## config.mk

```make
export PLATFORM = sky130hd
export DESIGN_NAME = encoder_input_loader_flat
export DESIGN_NICKNAME = d
export VERILOG_FILES = /design/src/rtl/encoder_input_loader_if.sv /design/src/rtl/encoder_input_loader.sv /design/src/flat_wrapper.sv
export SDC_FILE = /design/constraint.sdc
export NUM_CORES = 1
export LEC_CHECK = 0
export BUFFER_PORTS_ARGS = -buffer_cell sky130_fd_sc_hd__clkbuf_2
export CAP_MARGIN = 20
export CORE_MARGIN = 8
export CORE_UTILIZATION = 40
export DETAILED_ROUTE_END_ITERATION = 12
export GPL_ROUTABILITY_DRIVEN = 0
export SLEW_MARGIN = 20
export SYNTH_ARGS = -nofsm -noshare
export SYNTH_HDL_FRONTEND = slang
export SYNTH_SLANG_ARGS = --single-unit
```

## constraint.sdc

```tcl
create_clock -name clk -period 6.1 [get_ports clk]
set_input_delay 0.61 -clock clk [delete_from_list [all_inputs] [get_ports clk]]
set_output_delay 0.61 -clock clk [all_outputs]
set_load 0.005 [all_outputs]
```

## src/rtl/encoder_input_loader_if.sv

```systemverilog
// Stream-in / vector-out bundle between the sample source, the loader and the dense encoder.
interface encoder_input_loader_if #(
  parameter int N_input = 9,
  parameter int BITSIZE = 32,
  parameter int CNT_W   = $clog2(N_input) + 1
);
  logic signed [BITSIZE-1:0]         s_data;
  logic                              s_valid;
  logic                              s_last;
  logic                              s_ready;
  logic        [N_input*BITSIZE-1:0] x;
  logic                              x_valid;
  logic                              x_ready;
  logic                              frame_err;
  logic        [CNT_W-1:0]           word_cnt;

  modport slave (
    input  s_data, s_valid, s_last, x_ready,
    output s_ready, x, x_valid, frame_err, word_cnt
  );

  modport master (
    output s_data, s_valid, s_last, x_ready,
    input  s_ready, x, x_valid, frame_err, word_cnt
  );
endinterface

```

## src/rtl/encoder_input_loader.sv

```systemverilog
// Serial-to-parallel loader: packs N_input samples into the encoder x vector and drops
// frames whose s_last position does not match N_input.
module encoder_input_loader #(
  parameter int N_input = 9,
  parameter int BITSIZE = 32,
  parameter int CNT_W   = $clog2(N_input) + 1
) (
  input logic                    clk,
  input logic                    rst_n,
  encoder_input_loader_if.slave  bus
);
  typedef enum logic [1:0] {LOAD, FULL, DRAIN} state_t;

  localparam logic [CNT_W-1:0] LAST_IDX = CNT_W'(N_input - 1);
  localparam logic [CNT_W-1:0] FULL_CNT = CNT_W'(N_input);

  state_t                      state_q, state_d;
  logic [CNT_W-1:0]            word_cnt_q, word_cnt_d;
  logic [N_input*BITSIZE-1:0]  x_q, x_d;
  logic                        x_valid_q, x_valid_d;
  logic                        s_ready_q, s_ready_d;
  logic                        frame_err_q, frame_err_d;

  logic accept;
  logic out_hs;

  assign accept = bus.s_valid & s_ready_q;
  assign out_hs = x_valid_q & bus.x_ready;

  always_comb begin
    state_d     = state_q;
    word_cnt_d  = word_cnt_q;
    x_d         = x_q;
    x_valid_d   = x_valid_q;
    s_ready_d   = s_ready_q;
    frame_err_d = 1'b0;
    case (state_q)
      LOAD: begin
        s_ready_d = 1'b1;
        if (accept) begin
          for (int i = 0; i < N_input; i++) begin
            if (word_cnt_q == CNT_W'(i)) x_d[i*BITSIZE +: BITSIZE] = bus.s_data;
          end
          if (word_cnt_q == LAST_IDX) begin
            if (bus.s_last) begin
              state_d    = FULL;
              x_valid_d  = 1'b1;
              s_ready_d  = 1'b0;
              word_cnt_d = FULL_CNT;
            end else begin
              // Too long: discard the rest of this frame up to its s_last.
              state_d     = DRAIN;
              frame_err_d = 1'b1;
              word_cnt_d  = '0;
            end
          end else if (bus.s_last) begin
            frame_err_d = 1'b1;
            word_cnt_d  = '0;
          end else begin
            word_cnt_d = word_cnt_q + CNT_W'(1);
          end
        end
      end
      FULL: begin
        if (out_hs) begin
          state_d    = LOAD;
          x_valid_d  = 1'b0;
          s_ready_d  = 1'b1;
          word_cnt_d = '0;
        end
      end
      DRAIN: begin
        s_ready_d = 1'b1;
        if (accept && bus.s_last) state_d = LOAD;
      end
      default: begin
        state_d    = LOAD;
        word_cnt_d = '0;
        x_valid_d  = 1'b0;
        s_ready_d  = 1'b0;
      end
    endcase
  end

  always_ff @(posedge clk or negedge rst_n) begin
    if (!rst_n) begin
      state_q     <= LOAD;
      word_cnt_q  <= '0;
      x_q         <= '0;
      x_valid_q   <= 1'b0;
      s_ready_q   <= 1'b0;
      frame_err_q <= 1'b0;
    end else begin
      state_q     <= state_d;
      word_cnt_q  <= word_cnt_d;
      x_q         <= x_d;
      x_valid_q   <= x_valid_d;
      s_ready_q   <= s_ready_d;
      frame_err_q <= frame_err_d;
    end
  end

  assign bus.s_ready   = s_ready_q;
  assign bus.x         = x_q;
  assign bus.x_valid   = x_valid_q;
  assign bus.frame_err = frame_err_q;
  assign bus.word_cnt  = word_cnt_q;
endmodule
```

## src/flat_wrapper.sv

```systemverilog
// flat-port wrapper written by rule: the top's interface ports become plain ports
module encoder_input_loader_flat 
#(
  parameter int N_input = 9,
  parameter int BITSIZE = 32,
  parameter int CNT_W   = $clog2(N_input) + 1
)
  (clk, rst_n, bus_s_data, bus_s_valid, bus_s_last, bus_x_ready, bus_s_ready, bus_x, bus_x_valid, bus_frame_err, bus_word_cnt);
  encoder_input_loader_if #(.N_input(N_input), .BITSIZE(BITSIZE), .CNT_W(CNT_W)) bus_i ();
  input logic clk;
  input logic rst_n;
  input wire logic [$bits(bus_i.s_data)-1:0] bus_s_data;
  input wire logic [$bits(bus_i.s_valid)-1:0] bus_s_valid;
  input wire logic [$bits(bus_i.s_last)-1:0] bus_s_last;
  input wire logic [$bits(bus_i.x_ready)-1:0] bus_x_ready;
  output wire logic [$bits(bus_i.s_ready)-1:0] bus_s_ready;
  output wire logic [$bits(bus_i.x)-1:0] bus_x;
  output wire logic [$bits(bus_i.x_valid)-1:0] bus_x_valid;
  output wire logic [$bits(bus_i.frame_err)-1:0] bus_frame_err;
  output wire logic [$bits(bus_i.word_cnt)-1:0] bus_word_cnt;
  assign bus_i.s_data = bus_s_data;
  assign bus_i.s_valid = bus_s_valid;
  assign bus_i.s_last = bus_s_last;
  assign bus_i.x_ready = bus_x_ready;
  assign bus_s_ready = bus_i.s_ready;
  assign bus_x = bus_i.x;
  assign bus_x_valid = bus_i.x_valid;
  assign bus_frame_err = bus_i.frame_err;
  assign bus_word_cnt = bus_i.word_cnt;
  encoder_input_loader #(.N_input(N_input), .BITSIZE(BITSIZE), .CNT_W(CNT_W)) u_core (.clk(clk), .rst_n(rst_n), .bus(bus_i));
endmodule
```

== Word level (Yosys, flattened, before mapping) ==
Cells that the tools add are included.

* Add/subtract/negate cells: 1
* Equality and inequality tests: 15
* Muxes and demuxes: 26
* Bitwise gates (word level): 3
* Reductions and logical operators: 15

{| class="wikitable"
|+ Operators with widths
! cell !! count
|-
| 3-bit AND reduction || 10
|-
| 5-bit by 3-bit equality test with 1-bit output (second input constant) || 4
|-
| 5-bit two-way mux || 4
|-
| 5-bit one-hot mux with 3 select lines || 1
|-
| 1-bit two-way mux || 12
|-
| 5-bit by 2-bit equality test with 1-bit output (second input constant) || 2
|-
| 2-bit two-way mux || 5
|-
| 2-bit by 1-bit != test with 1-bit output (second input constant) || 4
|-
| 1-bit one-hot mux with 3 select lines || 2
|-
| 2-bit one-hot mux with 3 select lines || 1
|-
| 5-bit by 1-bit adder with 5-bit output (second input constant) || 1
|-
| 5-bit by 1-bit equality test with 1-bit output (second input constant) || 1
|-
| 5-bit by 4-bit equality test with 1-bit output (second input constant) || 1
|-
| 5-bit logical NOT || 1
|-
| 5-bit AND reduction || 1
|-
| 4-bit two-way mux || 1
|-
| 4-bit AND reduction || 1
|-
| 1-bit AND || 2
|-
| 2-bit by 1-bit equality test with 1-bit output (second input constant) || 1
|-
| 2-bit equality test (second input constant) || 1
|-
| 2-bit logical NOT || 1
|-
| 2-bit != test (second input constant) || 1
|-
| 1-bit logical AND || 1
|-
| 1-bit inverter || 1
|}

* Bits in registers: 298
* Input port bits: 37
* Output and inout bits: 296

== Logic depth before layout (Yosys ltp) ==
* Word-level depth: 5
* Mapped depth: 8
* Mapped depth without buffers: 7

== Least setup slack after synthesis ==
No wires, ideal clock.

* Kind: flip-flop to flip-flop
* Start point: reg u_core.state_q[0]
* End point: reg u_core.x_q[161] (netlist: u_core.bus.x[161])
* Library setup time: 0.125 ns
* Arrival time: 1.837 ns
* Data required time: 5.975 ns
* Slack: 4.138 ns
* Cell stages (with the launch flop): 9
* Period minus slack after synthesis: 1.962 ns
* Cells stage by stage: dfrtp_1 inv_1 ha_1 buf_2 and2b_1 nand2_1 nor2_1 buf_4 mux2_2

* Cells in the longest elaborated chain, start to end: 2

{| class="wikitable"
|+ Ends and longest elaborated chain
! element !! line !! source
|-
| start: declaration || encoder_input_loader.sv:17 || <nowiki>state_t state_q, state_d;</nowiki>
|-
| start signal: assignment || encoder_input_loader.sv:94 || <nowiki>state_q <= state_d;</nowiki>
|-
| 2-bit logical NOT || encoder_input_loader.sv:37 || <nowiki>case (state_q)</nowiki>
|-
| 3-bit AND reduction (no source line) || -- ||
|-
| end signal: assignment || encoder_input_loader.sv:89 || <nowiki>x_q <= '0;</nowiki>
|-
| end signal: assignment || encoder_input_loader.sv:96 || <nowiki>x_q <= x_d;</nowiki>
|-
| end: declaration || encoder_input_loader.sv:19 || <nowiki>logic [N_input*BITSIZE-1:0] x_q, x_d;</nowiki>
|}

Every way passes these cells.
A chain may end at the register's enable or synchronous reset.

== Worst setup path in the final report ==
* Start point: reg u_core.state_q[0]
* End point: reg u_core.x_q[93] (netlist: u_core.bus.x[93])

Same word-level chain as after synthesis.

==> metrics.cfg <==
[synth]
syn-mean-instance-area_um2=16.6
yosysTopAreaCellShare_pct=64.9
syn-num-nets=737
synth_xor_area_share_pct=0
netlist_instances=691
yosysTopAreaCell=dfrtp_1
synth.distinct_cells=37
netlist_area_um2=11500
yosysSeqAreaShare_pct=64.9
muxShareOfSynthArea_pct=28.2
yosys_most_used_dff=dfrtp_1
synthSimpleGateAreaFrac_pct=2.11
synthArstFlopShare_pct=100
synthAdderAreaFrac_pct=0.980
synth_top_family_by_area=multiplexers
synth_seq_cells=298
synth_warnings=0
ys_top_cells_by_area=dfrtp_1, mux2_2, mux2_1
synth_compound_area_share_pct=1.21
synth_edf_count=0

[global_route]
grt_util_all_layers_pct=17.6
overflow=0
grt_antenna_before_repair=0
grt_pass1_wl_um=46900
grt_pass1_vias=7545
grt_max_degree=145

[drt]
drc=0
ant_nets=0
via_count=7049
first_pass_iters=4
dr.first_iter.drc_count=310
routed_wl_um=30900
via_per_inst=4.90
wl_per_cell_um=21.4

[power_and_ir_drop]
total_leakage_power_nw=8.04
power.density_nw_per_um2=270
finalPower_mw=3.94
ir_drop_v=0.000259

[critical_path]
startpoint=u_core.state_q[0]$_DFFE_PN0P_
cp-start-kind=register
crit_path_end_kind=register
crit_arrival_ns=3.17
cp.required_ns=6.52
path_class=reg2reg
worstPathMaxFanout=18
regToRegStartpoint=u_core.state_q[0]$_DFFE_PN0P_
worst-r2r-cell-count=7

[die]
dieWidth_um=185
die_area_um2=34400
ioPinCount=333
die_h_um=185
num_rows=62
start_util_pct=40.3
core_um2=28500

[clocking]
post_cts_buffers=0
cts_hold_buf=0
cts_root_buf=clkbuf_16
clock_latency_ns=0.55
cts_tree=done
cts_resized=0
cts_max_level=1
clockBufferDepth=3
clk_pin_slew_ns=0.06
cts_sinks=298
cts_buffers=31

[layout]
multi_input_area_um2=3770
layout_common_cells=clkbuf_2, dfrtp_1, mux2_2, mux2_1, clkbuf_16
final_common_cell=clkbuf_2
drive_gt1_share_pct=61.6
diodes=0
regArea_um2=7460
nFillCells=2511
nets=1081
syn_to_final_growth_pct=26.9
final_util_pct=51.2

[timing]
maxSlewViolCount=0
max_freq_ghz=0.363
timing.final.crit_share_pct=45.1
worstMarginPinSlew_ns=1.08
finalSetupTns_ns=0
fin_crit_ns=2.75
setup_viol=0
grt_setup_unrepaired=false
slew_headroom_pct=28.2
final_hold_viol_count=0
finClkSkew_ns=0.0228

[run_status]
status=finished, final reports clean

[placement]
io_buffers=332
dp_hpwl_um=21600

[run]
drv_cap=0

[worst_hold_path]
hp-class=in2async

-- layer usage --
metal	track usage, %	up-vias	part of all wire, %
met5	0	-	0
met4	4.74	0	2.7
met3	6.15	46	9.3
met2	28.9	227	47
met1	21.9	3637	41
li1	-	3139	-
-- Yosys cell counts (2+ instances only) --
| cell type | number |
|---|---|
| a21boi_0 | 2 |
| a21oi_1 | 3 |
| a32o_1 | 2 |
| buf_2 | 5 |
| buf_4 | 9 |
| buf_6 | 15 |
| clkbuf_1 | 2 |
| dfrtp_1 | 298 |
| ha_1 | 9 |
| inv_1 | 6 |
| mux2_1 | 37 |
| mux2_2 | 251 |
| nand2_1 | 8 |
| nand3_1 | 5 |
| nor2_1 | 5 |
| nor2_4 | 4 |
| nor3_1 | 4 |
| o21ai_0 | 6 |
| o31ai_1 | 2 |
-- kinds of logic (layout without fill, tap and decap cells) --
family          after synthesis  in the layout
buf+inv                      37            402
flops                       298            298
fa+ha+maj                     9              9
simple gates                 39             39
mux                         288            288
compound gates               20             20
-- per-stage QoR --
stage / hold WS (ns) / area [um2] / cells / setup slack (ns)
floorplan: 0.314 / 11500 / 691 / 4.14
global placement: 0.467 / 13500 / 1382 / 3.32
detailed placement: 0.475 / 13500 / 1384 / 3.31
CTS: 0.0764 / 14500 / 1438 / 3.31
global route: 0.112 / 14600 / 1440 / 3.14
finish: 0.0637 / 14600 / 1440 / 3.35
-- sequential cells by signal (all words and copies together) (netlist names) --
name and count:
u_core.bus.s_ready 1, u_core.bus.frame_err 1, u_core.bus.x 288, u_core.state_q 2, u_core.bus.word_cnt 5, u_core.bus.x_valid 1
-- critical path, cell delays in order (launching register included) --
cell	delay (ns)
dfrtp_1	0.41
inv_1	0.10
ha_1	0.39
and2b_1	0.22
nand2_1	0.14
nor2_4	0.52
buf_4	0.44
mux2_2	0.38
-- power breakdown --
group	internal [mW]	switching (mW)
combinational	0.0125	0.0689
clock	1.13	0.751
sequential	1.98	0
-- worst paths after layout --
check / to / slack (ns)
min in group clk: u_core.bus.x[122]$_DFFE_PN0P_ / 0.40
max in group asynchronous: u_core.bus.x[207]$_DFFE_PN0P_ / 4.72
min: u_core.bus.x[246]$_DFFE_PN0P_ / 0.06
max reg2reg: u_core.bus.x[93]$_DFFE_PN0P_ / 3.35
min reg2reg: u_core.bus.x[241]$_DFFE_PN0P_ / 0.48
max: u_core.bus.x[93]$_DFFE_PN0P_ / 3.35
-- cell type report --
class	instances	area share, %
tap	384	3.30
timing repair buffer	342	12.6
clock buffer	46	6.12
multi-input combinational	356	25.8
clock inverter	8	0.858
inverter	6	0.155
sequential	298	51.2
Power figures use the tool's default switching activity.
